`src/rtl/fetch_unit_pkg.sv`:
```
// Shared types and constants for the instruction fetch stage.
// Instruction and address widths, the fetch FSM state type and the buffered entry layout.
package fetch_unit_pkg;

  localparam int XLEN    = 32;
  localparam int INSTR_W = 32;

  // Decode inserts this instruction (addi x0, x0, 0) on bubbles.
  localparam logic [INSTR_W-1:0] NOP_INSTR = 32'h0000_0013;

  typedef enum logic [1:0] {
    ST_BOOT,
    ST_RUN,
    ST_HALTED
  } fetch_state_e;

  typedef struct packed {
    logic [XLEN-1:0]    pc;
    logic [INSTR_W-1:0] instr;
  } fetch_entry_t;

endpackage

```
`src/rtl/fetch_buf.sv`:
```
// Synchronous FIFO carrying {pc, instr} fetch entries with flush.
// Push and pop may coincide at any occupancy, including full.
module fetch_buf
  import fetch_unit_pkg::*;
#(
  parameter int DEPTH = 2,
  parameter int W     = $bits(fetch_entry_t),
  parameter int CNT_W = $clog2(DEPTH + 1)
) (
  input  logic             clk,
  input  logic             rst_n,
  input  logic             i_flush,
  input  logic             i_push,
  input  logic [W-1:0]     i_push_data,
  input  logic             i_pop,
  output logic [W-1:0]     o_head,
  output logic [CNT_W-1:0] o_count,
  output logic             o_full,
  output logic             o_empty
);

  localparam int PTR_W = (DEPTH > 1) ? $clog2(DEPTH) : 1;

  logic [W-1:0]     r_mem [DEPTH];
  logic [PTR_W-1:0] r_rd_ptr;
  logic [PTR_W-1:0] r_wr_ptr;
  logic [CNT_W-1:0] r_count;
  logic             w_do_push;
  logic             w_do_pop;

  function automatic logic [PTR_W-1:0] ptr_inc(input logic [PTR_W-1:0] p);
    return (p == PTR_W'(DEPTH - 1)) ? '0 : p + PTR_W'(1);
  endfunction

  assign o_empty   = (r_count == '0);
  assign o_full    = (r_count == CNT_W'(DEPTH));
  assign o_count   = r_count;
  assign o_head    = r_mem[r_rd_ptr];
  assign w_do_pop  = i_pop && !o_empty;
  // When full, a simultaneous pop frees the slot the push lands in.
  assign w_do_push = i_push && (!o_full || w_do_pop);

  // NOTE: storage has no reset; the count alone decides which entries are meaningful.
  always_ff @(posedge clk) begin
    if (w_do_push && !i_flush) r_mem[r_wr_ptr] <= i_push_data;
  end

  // NOTE: sequential state uses non-blocking assignments so every register sees pre-edge values.
  always_ff @(posedge clk or negedge rst_n) begin
    if (!rst_n) begin
      r_rd_ptr <= '0;
      r_wr_ptr <= '0;
      r_count  <= '0;
    end else if (i_flush) begin
      r_rd_ptr <= '0;
      r_wr_ptr <= '0;
      r_count  <= '0;
    end else begin
      if (w_do_push) r_wr_ptr <= ptr_inc(r_wr_ptr);
      if (w_do_pop)  r_rd_ptr <= ptr_inc(r_rd_ptr);
      r_count <= r_count + CNT_W'(w_do_push) - CNT_W'(w_do_pop);
    end
  end

endmodule

```
`src/rtl/fetch_unit.sv`:
```
// Instruction fetch stage: owns the PC, issues in-order imem requests under a credit limit,
// buffers responses for decode, handles redirects. Optional FETCH_ALIGN_CHECK_EN adds fetch_misalign.
module fetch_unit
  import fetch_unit_pkg::*;
#(
  parameter logic [XLEN-1:0] RESET_PC  = 32'h0000_0000,
  parameter int              BUF_DEPTH = 2
) (
  input  logic                clk,
  input  logic                rst_n,
  output logic                imem_req_valid,
  input  logic                imem_req_ready,
  output logic [XLEN-1:0]     imem_req_addr,
  input  logic                imem_rsp_valid,
  input  logic [INSTR_W-1:0]  imem_rsp_data,
  output logic                dec_valid,
  input  logic                dec_ready,
  output logic [INSTR_W-1:0]  dec_instr,
  output logic [XLEN-1:0]     dec_pc,
  input  logic                redirect_valid,
  input  logic [XLEN-1:0]     redirect_pc,
  input  logic                halt,
  output logic                idle
`ifdef FETCH_ALIGN_CHECK_EN
  ,
  output logic                fetch_misalign
`endif
);

  localparam int CNT_W = $clog2(BUF_DEPTH + 1);

  fetch_state_e     r_state;
  fetch_state_e     w_state_nxt;
  logic [XLEN-1:0]  r_pc;
  logic [XLEN-1:0]  r_rsp_pc;
  logic [CNT_W-1:0] r_outstanding;
  logic [CNT_W-1:0] r_drop_cnt;
  logic [CNT_W-1:0] w_buf_count;
  logic             w_buf_full;
  logic             w_buf_empty;
  fetch_entry_t     w_buf_head;
  fetch_entry_t     w_push_entry;
  logic             w_redirect;
  logic [XLEN-1:0]  w_redirect_pc;
  logic             w_credit_ok;
  logic             w_req_fire;
  logic             w_rsp_keep;
  logic             w_pop;

  assign w_redirect = redirect_valid && (r_state != ST_BOOT);

`ifdef FETCH_ALIGN_CHECK_EN
  logic r_misalign;
  logic r_misalign_hold;
  logic w_misalign;

  assign w_redirect_pc  = redirect_pc;
  assign w_misalign     = w_redirect && (redirect_pc[1:0] != 2'b00);
  assign fetch_misalign = r_misalign;

  // A misaligned redirect parks the unit in HALTED until a clean redirect arrives with halt low.
  always_ff @(posedge clk or negedge rst_n) begin
    if (!rst_n) begin
      r_misalign      <= 1'b0;
      r_misalign_hold <= 1'b0;
    end else begin
      r_misalign <= w_misalign;
      if (w_misalign)                r_misalign_hold <= 1'b1;
      else if (w_redirect && !halt)  r_misalign_hold <= 1'b0;
    end
  end
`else
  assign w_redirect_pc = redirect_pc & 32'hFFFF_FFFC;
`endif

  // Outstanding requests plus buffered entries never exceed the buffer depth.
  assign w_credit_ok = ({1'b0, r_outstanding} + {1'b0, w_buf_count}) < (CNT_W + 1)'(BUF_DEPTH);

  assign imem_req_valid = (r_state == ST_RUN) && !halt && !redirect_valid && w_credit_ok;
  assign imem_req_addr  = r_pc;
  assign w_req_fire     = imem_req_valid && imem_req_ready;
  assign w_rsp_keep     = imem_rsp_valid && (r_drop_cnt == '0) && !w_redirect;
  assign w_pop          = !w_buf_empty && dec_ready && !w_redirect;
  assign w_push_entry   = '{pc: r_rsp_pc, instr: imem_rsp_data};

  // NOTE: the next-state value is assigned a default first so no path can infer a latch.
  always_comb begin
    w_state_nxt = r_state;
    unique case (r_state)
      ST_BOOT:   w_state_nxt = ST_RUN;
      ST_RUN:    if (halt && (r_outstanding == '0) && !w_req_fire) w_state_nxt = ST_HALTED;
      ST_HALTED: if (!halt) w_state_nxt = ST_RUN;
      default:   w_state_nxt = ST_BOOT;
    endcase
`ifdef FETCH_ALIGN_CHECK_EN
    if (w_misalign)           w_state_nxt = ST_HALTED;
    else if (r_misalign_hold) w_state_nxt = (w_redirect && !halt) ? ST_RUN : ST_HALTED;
`endif
  end

  always_ff @(posedge clk or negedge rst_n) begin
    if (!rst_n) begin
      r_state       <= ST_BOOT;
      r_pc          <= RESET_PC;
      r_rsp_pc      <= RESET_PC;
      r_outstanding <= '0;
      r_drop_cnt    <= '0;
    end else begin
      r_state       <= w_state_nxt;
      r_outstanding <= r_outstanding + CNT_W'(w_req_fire) - CNT_W'(imem_rsp_valid);
      if (w_redirect) begin
        r_pc       <= w_redirect_pc;
        r_rsp_pc   <= w_redirect_pc;
        // Everything still in flight belongs to the old stream; this cycle's response is dropped here.
        r_drop_cnt <= r_outstanding - CNT_W'(imem_rsp_valid);
      end else begin
        if (w_req_fire) r_pc     <= r_pc + 32'd4;
        if (w_rsp_keep) r_rsp_pc <= r_rsp_pc + 32'd4;
        if (imem_rsp_valid && (r_drop_cnt != '0)) r_drop_cnt <= r_drop_cnt - CNT_W'(1);
      end
    end
  end

  fetch_buf #(
    .DEPTH (BUF_DEPTH)
  ) u_buf (
    .clk         (clk),
    .rst_n       (rst_n),
    .i_flush     (w_redirect),
    .i_push      (w_rsp_keep),
    .i_push_data (w_push_entry),
    .i_pop       (w_pop),
    .o_head      (w_buf_head),
    .o_count     (w_buf_count),
    .o_full      (w_buf_full),
    .o_empty     (w_buf_empty)
  );

  assign dec_valid = !w_buf_empty;
  assign dec_instr = w_buf_empty ? '0 : w_buf_head.instr;
  assign dec_pc    = w_buf_empty ? '0 : w_buf_head.pc;
  assign idle      = (r_state == ST_HALTED);

  a_buf_no_overflow: assert property (@(posedge clk) disable iff (!rst_n)
    !(w_rsp_keep && w_buf_full && !w_pop));

endmodule
```
`config.mk`:
```
export PLATFORM = sky130hd
export DESIGN_NAME = fetch_unit
export DESIGN_NICKNAME = d
export VERILOG_FILES = /design/src/rtl/fetch_unit_pkg.sv /design/src/rtl/fetch_buf.sv /design/src/rtl/fetch_unit.sv
export SDC_FILE = /design/constraint.sdc
export NUM_CORES = 1
export LEC_CHECK = 0
export BUFFER_PORTS_ARGS = -buffer_cell sky130_fd_sc_hd__buf_2
export CORE_MARGIN = 1
export CORE_UTILIZATION = 55
export CTS_CLUSTER_DIAMETER = 80
export DETAILED_ROUTE_END_ITERATION = 16
export GPL_ROUTABILITY_DRIVEN = 0
export MAX_ROUTING_LAYER = met4
export PLACE_DENSITY = 0.76
export SLEW_MARGIN = 20
export SYNTH_ARGS = -nofsm -noshare
export SYNTH_HDL_FRONTEND = slang
export SYNTH_SLANG_ARGS = --single-unit
```
`constraint.sdc`:
```
create_clock -name clk -period 5.92 [get_ports clk]
set_input_delay 0.296 -clock clk [delete_from_list [all_inputs] [get_ports clk]]
set_output_delay 0.296 -clock clk [all_outputs]
set_load 0.1 [all_outputs]
```
# Word level (Yosys, flattened, before mapping)
# Memories as Yosys holds them, arrays and structs flattened.
# Index checks and enable logic that the tools add are counted.
# word_totals
regBits,74
out_inout_bits,99
ram_bits,128
n_memories,1
# memory_table
name,words,width,read_ports,rd_ports_with_merged_regs,wr,line,rtl
u_buf.r_mem,2,64,1,0,1,fetch_buf.sv:24,logic [W-1:0] r_mem [DEPTH];
# op_classes
n_eq_ne,5
n_addsub,11
n_reduce_logical,34
muxes,20
n_lt_le_gt_ge,1
# ops
operator,n
$mux W32,6
$add A32 B3 Y32 const B,2
$logic_and A1 B1 Y1,15
$reduce_bool A2 Y1,7
$mux W2,5
$logic_not A2 Y1,4
$mux W1,8
$logic_not A1 Y1,6
$pmux W2 S3,1
$sub A2 B1 Y2,3
$add A2 B1 Y2,2
$eq A2 B2 Y1 const B,2
$add A2 B2 Y3,1
$lt A3 B2 Y1 const B,1
$add A1 B1 Y1 const B,2
$eq A2 B1 Y1 const B,1
$ne A2 B1 Y1 const B,1
$ne A2 B2 Y1 const B,1
$reduce_and A2 Y1,1
$sub A2 B1 Y2 const B,1
$logic_or A1 B1 Y1,1

# Logic depth before layout (Yosys ltp)
# Gate-level depths: netlist of run 1.
# logic_depth
ltp_word,10
ltp_mapped,11
mapped_depth_nobuf,10

# Cells and area by module
# From an unflattened synthesis of run 1, not the netlist that was laid out.
# hier_totals
hier_cells,690
area_unflattened_um2,8927.3
# by_module_without_submodules
mod,instances,area_each_um2,cells_each,seq_area_each_um2
fetch_buf,1,4902.2,228,3943.8
fetch_unit,1,4025.1,462,1651.6

# Least setup slack after synthesis of run 1
# Ideal clock, no wire load.
# synth_path
path_type,flip-flop to flip-flop
from,reg r_drop_cnt[0]
to,"mem u_buf.r_mem[0][0] (netlist name), enable pin"
slack_ps,1494
arrival_ps,3935
path_stages_with_launch,6
synth_period_minus_slack_ps,4426
path_buffers,0
path_cell_list,dfrtp_1 inv_1 ha_1 nand2_1 a211oi_1 nor2b_1
# synth_via
elab_chain_len,7
# synth_rtl
item,line,rtl
"start, declared",fetch_unit.sv:37,logic [CNT_W-1:0] r_drop_cnt;
"start signal, assigned",fetch_unit.sv:115,r_drop_cnt <= r_outstanding - CNT_W'(imem_rsp_valid);
"start signal, assigned",fetch_unit.sv:119,if (imem_rsp_valid && (r_drop_cnt != '0)) r_drop_cnt <= r_drop_cnt - CNT_W'(1);
$logic_not A2 Y1,fetch_unit.sv:82,assign w_rsp_keep = imem_rsp_valid && (r_drop_cnt == '0) && !w_redirect;
$logic_and A1 B1 Y1 (2 in series),fetch_unit.sv:82,
$logic_and A1 B1 Y1,fetch_buf.sv:41,assign w_do_push = i_push && (!o_full || w_do_pop);
$logic_and A1 B1 Y1,fetch_buf.sv:45,if (w_do_push && !i_flush) r_mem[r_wr_ptr] <= i_push_data;
$mux W1,fetch_buf.sv:45,
$mux W1 (implied by the code),fetch_buf.sv:45,
"end, declared",fetch_buf.sv:24,
# Every way passes these cells.

# Worst setup path in the final report of run 1
# layout_path
from,"reg u_buf.r_count[0], in the netlist u_buf.o_count[0]"
to,"reg r_pc[24], in the netlist imem_req_addr[24]"
# layout_via
elab_chain_len,5
# layout_rtl
item,line,rtl
"start, declared",fetch_buf.sv:27,logic [CNT_W-1:0] r_count;
"start signal, assigned",fetch_buf.sv:61,r_count <= r_count + CNT_W'(w_do_push) - CNT_W'(w_do_pop);
$add A2 B2 Y3,fetch_unit.sv:77,"assign w_credit_ok = ({1'b0, r_outstanding} + {1'b0, w_buf_count}) < (CNT_W + 1)'(BUF_DEPTH);"
$lt A3 B2 Y1,fetch_unit.sv:77,
$logic_and A1 B1 Y1,fetch_unit.sv:79,assign imem_req_valid = (r_state == ST_RUN) && !halt && !redirect_valid && w_credit_ok;
$logic_and A1 B1 Y1,fetch_unit.sv:81,assign w_req_fire = imem_req_valid && imem_req_ready;
$reduce_bool A2 Y1 (no line),--,
"end signal, assigned",fetch_unit.sv:112,r_pc <= w_redirect_pc;
"end signal, assigned",fetch_unit.sv:117,if (w_req_fire) r_pc <= r_pc + 32'd4;
"end, declared",fetch_unit.sv:34,logic [XLEN-1:0] r_pc;
# Every way passes these cells.
# A chain may end at the register's enable or synchronous reset.

==> results of run 1 <==
==> cell usage after synthesis (all sizes together) (6+ instances only) <==
master,instances
mux2i,64
ha,8
nor3,6
clkbuf,33
and3,10
inv,12
edfxtp,124
o211ai,7
o21ai,13
nand4,29
nor2,105
xor2,14
dfrtp,70
nand3,24
o31ai,21
buf,11
xnor2,9
or3,12
a31oi,34
nand2,32
and4,12
nor4,6
or4,24
a21oi,19
==> worst max-delay path by stage <==
stage | end | slack, ns | cells past startpoint
after floorplan | u_buf.r_mem[0][0] | 1.49 | 5
after global placement | imem_req_addr[23] | 2.36 | 7
after detailed placement | imem_req_addr[24] | 2.16 | 7
after CTS | imem_req_addr[24] | 2.13 | 7
after global routing | imem_req_addr[24] | 1.78 | 7
final | imem_req_addr[24] | 2.09 | 7
==> sequential cells by signal (all words and copies together), names as in the netlist <==
register and flops:
imem_req_addr 30, r_drop_cnt 2, r_outstanding 2, r_rsp_pc 30
r_state 2, u_buf.o_count 2, u_buf.r_mem 124, u_buf.r_rd_ptr 1
u_buf.r_wr_ptr 1
==> power groups by stage <==
stage               logic, W  clock network, W  registers, W
floorplan            0.00197                 0       0.00252
global placement     0.00288                 0       0.00209
detailed placement   0.00293                 0       0.00212
CTS                  0.00294           0.00112       0.00209
global route         0.00311           0.00118       0.00211
finish               0.00297           0.00110       0.00207
==> cells by family after synthesis <==
kind of cell	Yosys count	synth area share
other	1	0.000426
DFF	194	0.622
and+or+nand+nor	274	0.162
xor gates and xnor gates	23	0.0229
buffers and inverters	56	0.0266
adders and majority gates	9	0.0137
muxes	64	0.0728
AOI/OAI and AO/OA	108	0.0795
==> routing by layer <==
layer / GRT usage / routed length, microns
met1: 0.332 / 8760
met2: 0.400 / 9510
met4: 0.0810 / 286
met3: 0.0491 / 1250
met5: - / 0
==> through the flow <==
| stage | instance area (sq um) | total power [W] |
|---|---|---|
| floorplan | 8810 | 0.00449 |
| global placement | 9770 | 0.00497 |
| detailed placement | 9770 | 0.00504 |
| CTS | 10300 | 0.00615 |
| global route | 10400 | 0.00640 |
| finish | 10400 | 0.00614 |
==> worst reg2reg max path, stage by stage, from the launching register on <==
cell and delay [ns]:
sky130_fd_sc_hd__dfrtp_1 0.41, sky130_fd_sc_hd__inv_1 0.09, sky130_fd_sc_hd__nor2_1 0.14, sky130_fd_sc_hd__fa_1 0.47, sky130_fd_sc_hd__nor3b_1 0.76, sky130_fd_sc_hd__nand4_1 0.92
sky130_fd_sc_hd__or4_1 0.77, sky130_fd_sc_hd__a31oi_1 0.19
==> layout make-up <==
type                       instances  area [sq um]  share of cell area
clock buffer                      19           433              0.0418
inverter                          12          45.0             0.00435
sequential                       194          5480               0.529
timing repair buffer             169           881              0.0850
clock inverter                    13           136              0.0132
multi-input combinational        482          3130               0.302
tap                              211           264              0.0255
==> run summary, run 1 <==
Along the worst hold path, the cell count comes to 1. The slew at the pin closest to its max-slew limit came out at 0.946 ns. Of the total power, the share spent switching nets is 0.524. The slowest stage of the critical path belongs to the cell sky130_fd_sc_hd__nand4_1. The switching power total came out at 0.00322 W. The data arrival time of the critical path came out at 4.17 ns. The worst path setup slack after routing is 2.09 ns. In this run the worst setup path begins at u_buf.o_count[0]. The cell-internal power is 0.00292 W. The startpoint-to-endpoint class of the critical path is flop to flop. The maximum buffer depth of the clock tree is 2. The endpoint identified for the worst register-to-register timing path is imem_req_addr[24]. The number of gates resized after cts came out at 0.

The kind of launch point of the worst setup path is a flop. The area added between synthesis and finish is 17.8%. The per-instance average area after synthesis is 12.1 sq um.

Counting every sink on the clock net gives 194. The fraction of the cycle the final worst path needs came out at 0.647. Across every metal layer, demand over resource in global routing totals 0.253. The synthesized instance count is 729. The clock latency at the later pin of the worst-skew pair is 0.42 ns.

The detail route stage leaves a number of antenna-violating nets equal to 0. In this run the most critical hold path is launched from imem_rsp_data[28]. In this run the worst hold path is classified as input pin to flop.

The number of endpoints with negative hold slack in the final report came out at 0. The final count of pins violating max slew came out at 0. The biggest cell delay along the critical path came out at 0.92 ns. The routed design has 19800 microns of wire. The flop-to-flop setup slack is 2.09 ns. The ratio of cells with drive above 1 in the final layout came out at 0.233. The top-level I/O count is 170. The effective utilization at floorplan came out at 0.570. The remaining global-route overflow came out at 0. The worst reg2reg path depth came out at 7. Measured along the x axis, the die boundary spans 128 microns.

The final net count came out at 956. During synthesis, Yosys emitted a total of 0 warnings. The hold-fix buffer count after cts came out at 0. Walking the worst path, the cells encountered are inv_1 > nor2_1 > fa_1 > nor3b_1 > nand4_1 > or4_1 > a31oi_1. The final hold slack came out at 0.0638 ns.

The root buffer cell is sky130_fd_sc_hd__clkbuf_16. Of the synthesized area, sequential elements account for 0.622. The instance count after placement with tap cells included is 1067. The clock share of power came out at 0.180. The path with the worst hold slack has its endpoint at u_buf.r_mem[1][28]. The pin count of the biggest net entering global routing came out at 71. The synthesized flop and latch total is 194. Setup repair after global routing left no endpoint under its margin.

After clock tree synthesis, the clock-pin slew on the worst setup and hold paths is 0.07 ns. In the synthesized netlist the async set-or-reset flop fraction comes to 0.361. Timing analysis after detailed placement gives a worst setup slack of 2.16 ns. The setup-violating endpoint count in the final report came out at 0. The via count normalized by instance count is 5.94.

The worst clock skew on the final layout is 0.0114 ns. The total setup buffers inserted after CTS is 0. The global-route wire length before repair is 31300 microns.

After synthesis the cells add up to 0.00880 sq mm. The wire length per cell after detailed routing came out at 18.0 microns. The detailed-routing iteration count for the pre-antenna-repair pass came out at 5. Input and output buffers added on the ports amount to 163. Counting the buffers created by CTS gives 17. The number of H-tree levels is 4. The core box area came out at 0.0154 sq mm. The worst-case headroom to the max-slew limit is 0.368.

The startpoint identified for the worst register-to-register timing path is u_buf.o_count[0]. The biggest area contributor in the post-synthesis netlist is sky130_fd_sc_hd__edfxtp_1. The predominant post-synthesis flop cell is sky130_fd_sc_hd__edfxtp_1. The total inserted antenna cells came out at 0.

The library cell used most frequently in the layout, excluding fill and tap cells, is sky130_fd_sc_hd__buf_2. The detailed placer's ending HPWL came out at 13300 microns. The final critical-path required period is 3.83 ns. Max-cap violations in this run came to 0. The area share of the largest cell type after synthesis is 0.423. TritonCTS built the clock tree. The part of the total power dissipated in sequential elements is 0.337. The worst setup path is captured at a flop. The flow ran to the end, and the final reports show no timing, DRC or antenna violations. The total buffers and inverters traversed by the critical path came out at 1. The family with the most delay on the worst path is simple AND/OR/NAND/NOR gates. The die is 128 microns tall. STA puts the critical path data required time at 6.26 ns. The count of distinct cell types in the synthesized netlist is 48. The iteration-0 DRC count of the detailed router is 447.

The highest fanout seen on the critical path came out at 25. The top cell types in the final layout, fill and taps aside, are sky130_fd_sc_hd__buf_2 (163), sky130_fd_sc_hd__edfxtp_1 (124), sky130_fd_sc_hd__nor2_1 (104). Yosys mapped a number of flops with a built-in enable equal to 124. The area enclosed by the die boundary is 0.0165 sq mm. The combinational group share of total power came out at 0.483. Summing over every cut layer, the via total after detailed routing is 6532. The number of antenna violations at the first check in global routing is 0. The post-layout utilization of the core came out at 0.672. By area the synthesized netlist is led by sky130_fd_sc_hd__edfxtp_1 (42%), sky130_fd_sc_hd__dfrtp_1 (20%), sky130_fd_sc_hd__mux2i_1 (7.3%), sky130_fd_sc_hd__nor2_1 (4.5%), sky130_fd_sc_hd__a31oi_1 (2.4%).

The floorplan row count came out at 45. The number of global-route vias before repair is 6177. The number of remaining DRC errors came out at 0. The number of fill cells is 1198. The setup TNS came out at 0 ns.

The peak supply drop is 0.466 mV. The total power per unit cell area came out at 593 mW/mm^2. For this design the static power due to leakage is 3.94 nW.

The highest achievable clock rate is 0.261 GHz. The non-filler instance count after layout came out at 1100.
No activity file was read; power rests on OpenSTA's default activity.
==> run 2, diff against run 1 <==
Clock period 5.92 ns to 3.7 ns, I/O delays scaled along.
==> run summary, run 2 (synthesis gave the netlist of run 1 again) <==
The area added between synthesis and finish is 22.2%. The number of routed nets with antenna violations came out at 0 (unchanged). The slew at the pin closest to its max-slew limit came to 1.13 ns (+0.179 ns).

The switching part of the total is 0.524 (about the same). The sequential cell area in the final layout is 0.00548 sq mm (unchanged). The clock-pin transition on the worst setup and hold timing paths is 0.07 ns (about the same).

The flow ran to the end, and the final reports show no timing, DRC or antenna violations. The number of remaining DRC errors is 0 (unchanged). In this run the worst setup path begins at u_buf.o_count[0]. The final net count is 994 (+4.0%). The count of vias placed by the detailed router is 6749 (+3.3%).

The maximum buffer depth of the clock tree came out at 2 (unchanged). The kind of end point of the critical path is a flop. The switching power total came to 0.00520 W (+61%).

The detailed-route wire length came out at 20900 microns (+5.5%). The kind of launch point of the worst setup path is a flop. The horizontal die dimension is 128 microns (unchanged). The ratio of cells with drive above 1 in the final layout came out at 0.228 (-0.00523). The pin count of the biggest net entering global routing is 64 (-9.9%). The global-route wire length before repair is 32200 microns (+3.0%). The final critical-path required period came out at 3.01 ns (-0.819 ns). The number of max-capacitance violations reported is 0 (unchanged).

The biggest cell delay along the critical path is 0.64 ns (-0.28 ns). The detailed-routing iteration count for the pre-antenna-repair pass came to 7 (+2). The part of the total power dissipated in sequential elements is 0.340 (+0.003). The clock share of power came out at 0.179 (about the same). The final count of pins violating max slew came out at 0 (unchanged). The detailed placer's ending HPWL came out at 13600 microns (+2.3%).

The total routing resource utilization after global routing was 0.263 (+0.00937). The cell-internal power came out at 0.00472 W (+61%). The area enclosed by the die boundary came to 0.0165 sq mm (unchanged).

The core box area came out at 0.0154 sq mm (unchanged). The number of antenna violations at the first check in global routing came out at 1 (+1). The top-level I/O count is 170 (unchanged). The number of gates resized after cts is 0 (unchanged). The combinational group share of total power is 0.481 (-0.002).

The register ranked first by flip-flop count is u_buf.r_mem. The setup-violating endpoint count in the final report came to 0 (unchanged). The clock latency at the later pin of the worst-skew pair is 0.43 ns (about the same). The non-filler instance count after layout came out at 1139 (+3.5%). The total setup buffers inserted after CTS came to 0 (unchanged). The remaining global-route overflow came out at 0 (unchanged).

The static leakage was 4.12 nW (+4.4%). The tree is rooted in a sky130_fd_sc_hd__clkbuf_16. The source of the worst register-to-register timing path is u_buf.o_count[0]. The critical path is of the flop to flop type. The number of endpoints with negative hold slack in the final report came out at 0 (unchanged). The floorplan row count is 45 (unchanged). The via count normalized by instance count came out at 5.93 (-0.22%). The number of I/O port buffers came out at 163 (unchanged). The floorplan die height is 128 microns (unchanged). The number of global-route vias before repair is 6428 (+4.1%). The iteration-0 DRC count of the detailed router came to 475 (+6.3%). The library cells used most frequently in the layout, excluding fill and tap cells, are sky130_fd_sc_hd__buf_2 (163), sky130_fd_sc_hd__edfxtp_1 (124), sky130_fd_sc_hd__nor2_1 (104). The number of clock sinks is 194 (unchanged). The fraction of the cycle the final worst path needs is 0.814 (+0.167). The setup TNS is 0 ns (unchanged). The peak supply drop is 0.766 mV (+64%). The area taken by multi-input logic gates came out at 0.00313 sq mm (unchanged). The worst clock skew on the final layout was 0.0137 ns (+0.00227 ns). The instance count after placement with tap cells included came to 1072 (+0.47%).

The highest achievable clock rate is 0.332 GHz (+27%). The data arrival time of the critical path is 3.32 ns (-0.85 ns). The worst path required time came out at 4.01 ns (-2.25 ns). The total buffers and inverters traversed by the critical path is 1 (unchanged). The worst-case headroom to the max-slew limit is 0.250 (-0.118). The TritonCTS clock tree is yes. For this design, the slowest cell found on the critical path is sky130_fd_sc_hd__or4_1. The total CTS buffers is 17 (unchanged). The cell family contributing the most delay on the critical path is simple AND/OR/NAND/NOR gates.

In this run the worst hold path is classified as input pin to flop. The effective utilization at floorplan came out at 0.570 (unchanged). The wire length per cell after detailed routing was 18.3 microns (+1.9%). The number of fill cells is 1131 (-5.6%).

The startpoint identified for the worst hold timing path is redirect_pc[4]. The number of H-tree levels came to 4 (unchanged). Leaving out fill and tap cells, the most frequent cell in the layout is sky130_fd_sc_hd__buf_2. The number of flip-flops in the largest register is 124 (unchanged). The hold-fix buffer count after cts is 34 (+34). The total power per unit cell area is 923 mW/mm^2 (+56%).

The highest fanout seen on the critical path came out at 6 (-76%). Setup repair after global routing left no endpoint under its margin. The critical path goes through inv_1 > nor2_1 > fa_1 > or3b_2 > or4_1 > o211a_1 > or3_1.
-- run 2: routing by layer --
layer | part of all wire | vias up | global-route usage
met5 | 0 | - | -
met2 | 0.49 | 309 | 0.430
met1 | 0.41 | 3284 | 0.322
li1 | - | 3128 | -
met3 | 0.078 | 28 | 0.0578
met4 | 0.019 | 0 | 0.0934
-- run 2: power groups by stage --
stage               combinational, W  sequential, W  clock (W)
finish                       0.00478        0.00337    0.00178
global route                 0.00498        0.00343    0.00188
CTS                          0.00477        0.00335    0.00180
detailed placement           0.00473        0.00339          0
global placement             0.00465        0.00334          0
floorplan                    0.00316        0.00402          0
-- run 2: worst paths after layout --
check	slack [ns]	endpoint	depth (start not counted)
setup / recovery	0.69	imem_req_addr[29]	7
hold / removal	0.03	r_rsp_pc[4]	3
setup reg to reg	0.69	imem_req_addr[29]	7
hold reg to reg	0.51	u_buf.r_mem[0][48]	0
max in group asynchronous	2.33	r_rsp_pc[25]	3
min in group asynchronous	0.37	u_buf.r_rd_ptr	2
-- run 2: layout make-up --
type / count / area share
inverter: 12 / 0.00419
antenna: 1 / 0.000233
clock inverter: 10 / 0.00943
tap: 211 / 0.0246
multi-input combinational: 482 / 0.291
sequential: 194 / 0.510
clock buffer: 22 / 0.0442
timing repair buffer: 207 / 0.117
-- run 2: through the flow --
step / instance area (sq um) / hold slack, ns / setup slack [ns] / power [W] / util
2_1_floorplan: 8810 / -0.111 / 0.447 / 0.00718 / -
3_3_place_gp: 9830 / 0.309 / 0.790 / 0.00800 / 0.637
3_5_place_dp: 9830 / 0.319 / 0.725 / 0.00812 / 0.637
4_1_cts: 10700 / 0.00402 / 0.712 / 0.00992 / 0.697
5_1_grt: 10700 / 0.0215 / 0.577 / 0.0103 / 0.697
6_report: 10700 / 0.0262 / 0.689 / 0.00992 / 0.697
-- run 2: worst register-to-register path: cells and delay by family, from the launching register on --
kind,cells,cell delay (ns)
compound gates,1,0.27
fa+ha+maj,1,0.46
buf+inv,1,0.09
flops,1,0.42
simple gates,4,1.66
==> run 3, diff against run 2 <==
Settings changed: CORE_UTILIZATION 55 to 50, PLACE_DENSITY 0.76 to 0.73.
Clock period 3.7 ns to 2.5 ns, I/O delays scaled along.
==> run summary, run 3 (synthesis gave the netlist of run 1 again) <==
The area taken by multi-input logic gates is 0.00348 sq mm (+11%). The root buffer cell chosen for the clock tree is sky130_fd_sc_hd__clkbuf_16. The floorplan row count came out at 48 (+6.7%). The part of the total power dissipated in sequential elements came out at 0.320 (-0.020). The number of flip-flops in the largest register came out at 124 (unchanged). The number of routed nets with antenna violations came out at 0 (unchanged).

The core box area is 0.0172 sq mm (+12%). The maximum buffer depth of the clock tree came out at 2 (unchanged). The total inserted antenna cells is 0 (-1). The number of fill cells is 1275 (+13%). The non-filler instance count after layout came to 1199 (+5.3%). The run finished, with violations left. The kind of end point of the critical path is a flop. For hold timing, the worst endpoint is r_rsp_pc[14]. The highest achievable clock rate came out at 0.382 GHz (+15%). The worst reg2reg path depth came out at 11 (+4). u_buf.r_mem holds more flip-flops than any other register. The iteration-0 DRC count of the detailed router came to 410 (-14%).

The worst path setup slack after routing is -0.118 ns (-0.807 ns). The instance count after placement with tap cells included is 1111 (+3.6%). The data arrival time of the critical path is 2.93 ns (-0.39 ns). The worst path required time came out at 2.81 ns (-1.20 ns). The peak supply drop is 1.03 mV (+34%).

The total CTS buffers came out at 17 (unchanged). In this run the critical register-to-register path is captured at imem_req_addr[17]. The clock latency at the later pin of the worst-skew pair is 0.43 ns (about the same). The global-route wire length before repair came out at 34000 microns (+5.5%). The clock-pin transition on the worst setup and hold timing paths came out at 0.08 ns (about the same). The path class of the tightest hold or removal check is input pin to flop. The total routing resource utilization after global routing came out at 0.248 (-0.0143). In this run the critical register-to-register path is launched from u_buf.o_count[0]. The number of endpoints with negative hold slack in the final report came out at 0 (unchanged).

The ratio of cells with drive above 1 in the final layout is 0.339 (+0.111). The switching power total came out at 0.00812 W (+56%). The clock share of power is 0.169 (-0.010).

The wire length per cell after detailed routing is 17.7 microns (-3.3%). The setup-violating endpoint count in the final report came out at 17 (+17). The fraction of the cycle the final worst path needs was 1.05 (+0.233). The static leakage came out at 4.45 nW (+8.1%).

The number of antenna violations at the first check in global routing is 0 (-1). The final critical-path required period came out at 2.62 ns (-0.393 ns). The detailed placer's ending HPWL is 14100 microns (+3.5%). The sequential cell area in the final layout is 0.00548 sq mm (unchanged). The count of vias placed by the detailed router came out at 6965 (+3.2%). The detailed-route wire length came out at 21300 microns (+1.8%). The number of instances on the worst hold path came to 3 (unchanged). The number of max-capacitance violations reported is 0 (unchanged). The worst clock skew on the final layout is 0.0114 ns (-0.00235 ns).

The via count normalized by instance count is 5.81 (-2.0%). The setup TNS is -1.26 ns (-1.26 ns). The post-route cell area is 0.0116 sq mm (+8.1%). The area added between synthesis and finish came out at 32.2%. The most frequent standard cell in the layout excluding fill and tap cells is sky130_fd_sc_hd__buf_2. The final reports fail on setup timing. The remaining global-route overflow was 0 (unchanged).

The total design power came out at 0.0153 W (+55%). TritonCTS built the clock tree. The effective utilization at floorplan was 0.510 (-0.0598). The horizontal die dimension is 135 microns (+4.8%).

The worst-case headroom to the max-slew limit is 0.484 (+0.234). The number of H-tree levels came to 4 (unchanged). The floorplan die height is 135 microns (+4.8%).

The top-level I/O count came out at 170 (unchanged). The combinational group share of total power was 0.511 (+0.030). The number of clock sinks is 194 (unchanged). The startpoint of the most critical hold path is redirect_pc[14].

The flop-to-flop setup slack is -0.12 ns (-0.81 ns). Setup repair after global routing could not meet its margin everywhere. The final count of pins violating max slew is 0 (unchanged). The area enclosed by the die boundary is 0.0181 sq mm (+9.8%). The slew at the pin closest to its max-slew limit is 0.774 ns (-0.351 ns). The total power per unit cell area is 1320 mW/mm^2 (+43%). The startpoint-to-endpoint class of the critical path is flop to flop. The final net count is 1041 (+4.7%). The pin count of the biggest net entering global routing came out at 63 (-1.6%).

The top cell types in the final layout, fill and taps aside, are sky130_fd_sc_hd__buf_2 (163), sky130_fd_sc_hd__edfxtp_1 (124), sky130_fd_sc_hd__dfrtp_1 (69). The number of remaining DRC errors is 0 (unchanged). The highest fanout seen on the critical path is 12 (+6). The placed instance area is 0.0103 sq mm (+4.6%). The number of I/O port buffers came out at 163 (unchanged).

The detailed-routing iteration count for the pre-antenna-repair pass is 5 (-2). The number of global-route vias before repair came out at 6765 (+5.2%). The final hold slack is 0.00563 ns (-0.0206 ns).

The kind of launch point of the worst setup path is a flop. The cell-internal power is 0.00722 W (+53%). The switching part of the total is 0.529 (+0.00497).
-- run 3: worst max path at each step --
stage                     start           endpoint  slack (ns)  cells after the start
2_1_floorplan  r_outstanding[0]  imem_req_addr[29]       -0.15                      8
3_3_place_gp   u_buf.o_count[0]  imem_req_addr[29]       -0.09                      7
3_5_place_dp   u_buf.o_count[0]  imem_req_addr[29]       -0.13                      7
4_1_cts        u_buf.o_count[0]  imem_req_addr[29]       -0.09                      7
5_1_grt        u_buf.o_count[0]  imem_req_addr[26]       -0.22                     11
6_report       u_buf.o_count[0]  imem_req_addr[17]       -0.12                     11
-- run 3: worst max-delay path: stages (launching register included) --
cell	delay [ns]
sky130_fd_sc_hd__dfrtp_1	0.40
sky130_fd_sc_hd__inv_2	0.08
sky130_fd_sc_hd__nor2_4	0.04
sky130_fd_sc_hd__fa_1	0.51
sky130_fd_sc_hd__buf_4	0.17
sky130_fd_sc_hd__nor3b_4	0.20
sky130_fd_sc_hd__nand4_1	0.14
sky130_fd_sc_hd__buf_6	0.18
sky130_fd_sc_hd__buf_4	0.13
sky130_fd_sc_hd__bufbuf_16	0.29
sky130_fd_sc_hd__o31ai_4	0.23
sky130_fd_sc_hd__a31oi_1	0.12
-- run 3: per-stage QoR --
step                setup slack [ns]  utilization
floorplan                     -0.147            -
global placement             -0.0891        0.596
detailed placement            -0.130        0.596
CTS                          -0.0866        0.666
global route                  -0.217        0.674
finish                        -0.118        0.674
-- run 3: final cells by class --
cell class              instances  share of cell area
flip-flops and latches        194               0.471
multi-input cells             482               0.299
repair buffers                254               0.153
clock buffers                  17              0.0366
well taps                     225              0.0242
clock inverters                15              0.0119
inverters                      12             0.00387
-- run 3: repair_timing --
item,4_1_cts,5_1_grt
setup endpoints to repair,13,22
hold buffers,50,0
pin swaps,4,13
endpoints found under the hold margin,122,0
buffers inserted,3,1
gates cloned,1,1
gates resized for setup,14,21
-- run 3: power groups by stage --
stage / clock (W) / combinational (W) / sequential [W]
after global placement: 0 / 0.00750 / 0.00490
final: 0.00259 / 0.00784 / 0.00491
after global routing: 0.00277 / 0.00821 / 0.00501
after detailed placement: 0 / 0.00758 / 0.00492
after floorplan: 0 / 0.00493 / 0.00595
after CTS: 0.00263 / 0.00773 / 0.00487
-- run 3: metal layers --
| metal | part of all wire | wire length, microns | GRT usage | vias up |
|---|---|---|---|---|
| li1 | - | - | - | 3229 |
| met1 | 0.44 | 9280 | 0.332 | 3362 |
| met2 | 0.47 | 9920 | 0.388 | 341 |
| met3 | 0.080 | 1710 | 0.0480 | 33 |
| met4 | 0.017 | 356 | 0.0705 | 0 |
| met5 | 0 | 0 | - | - |
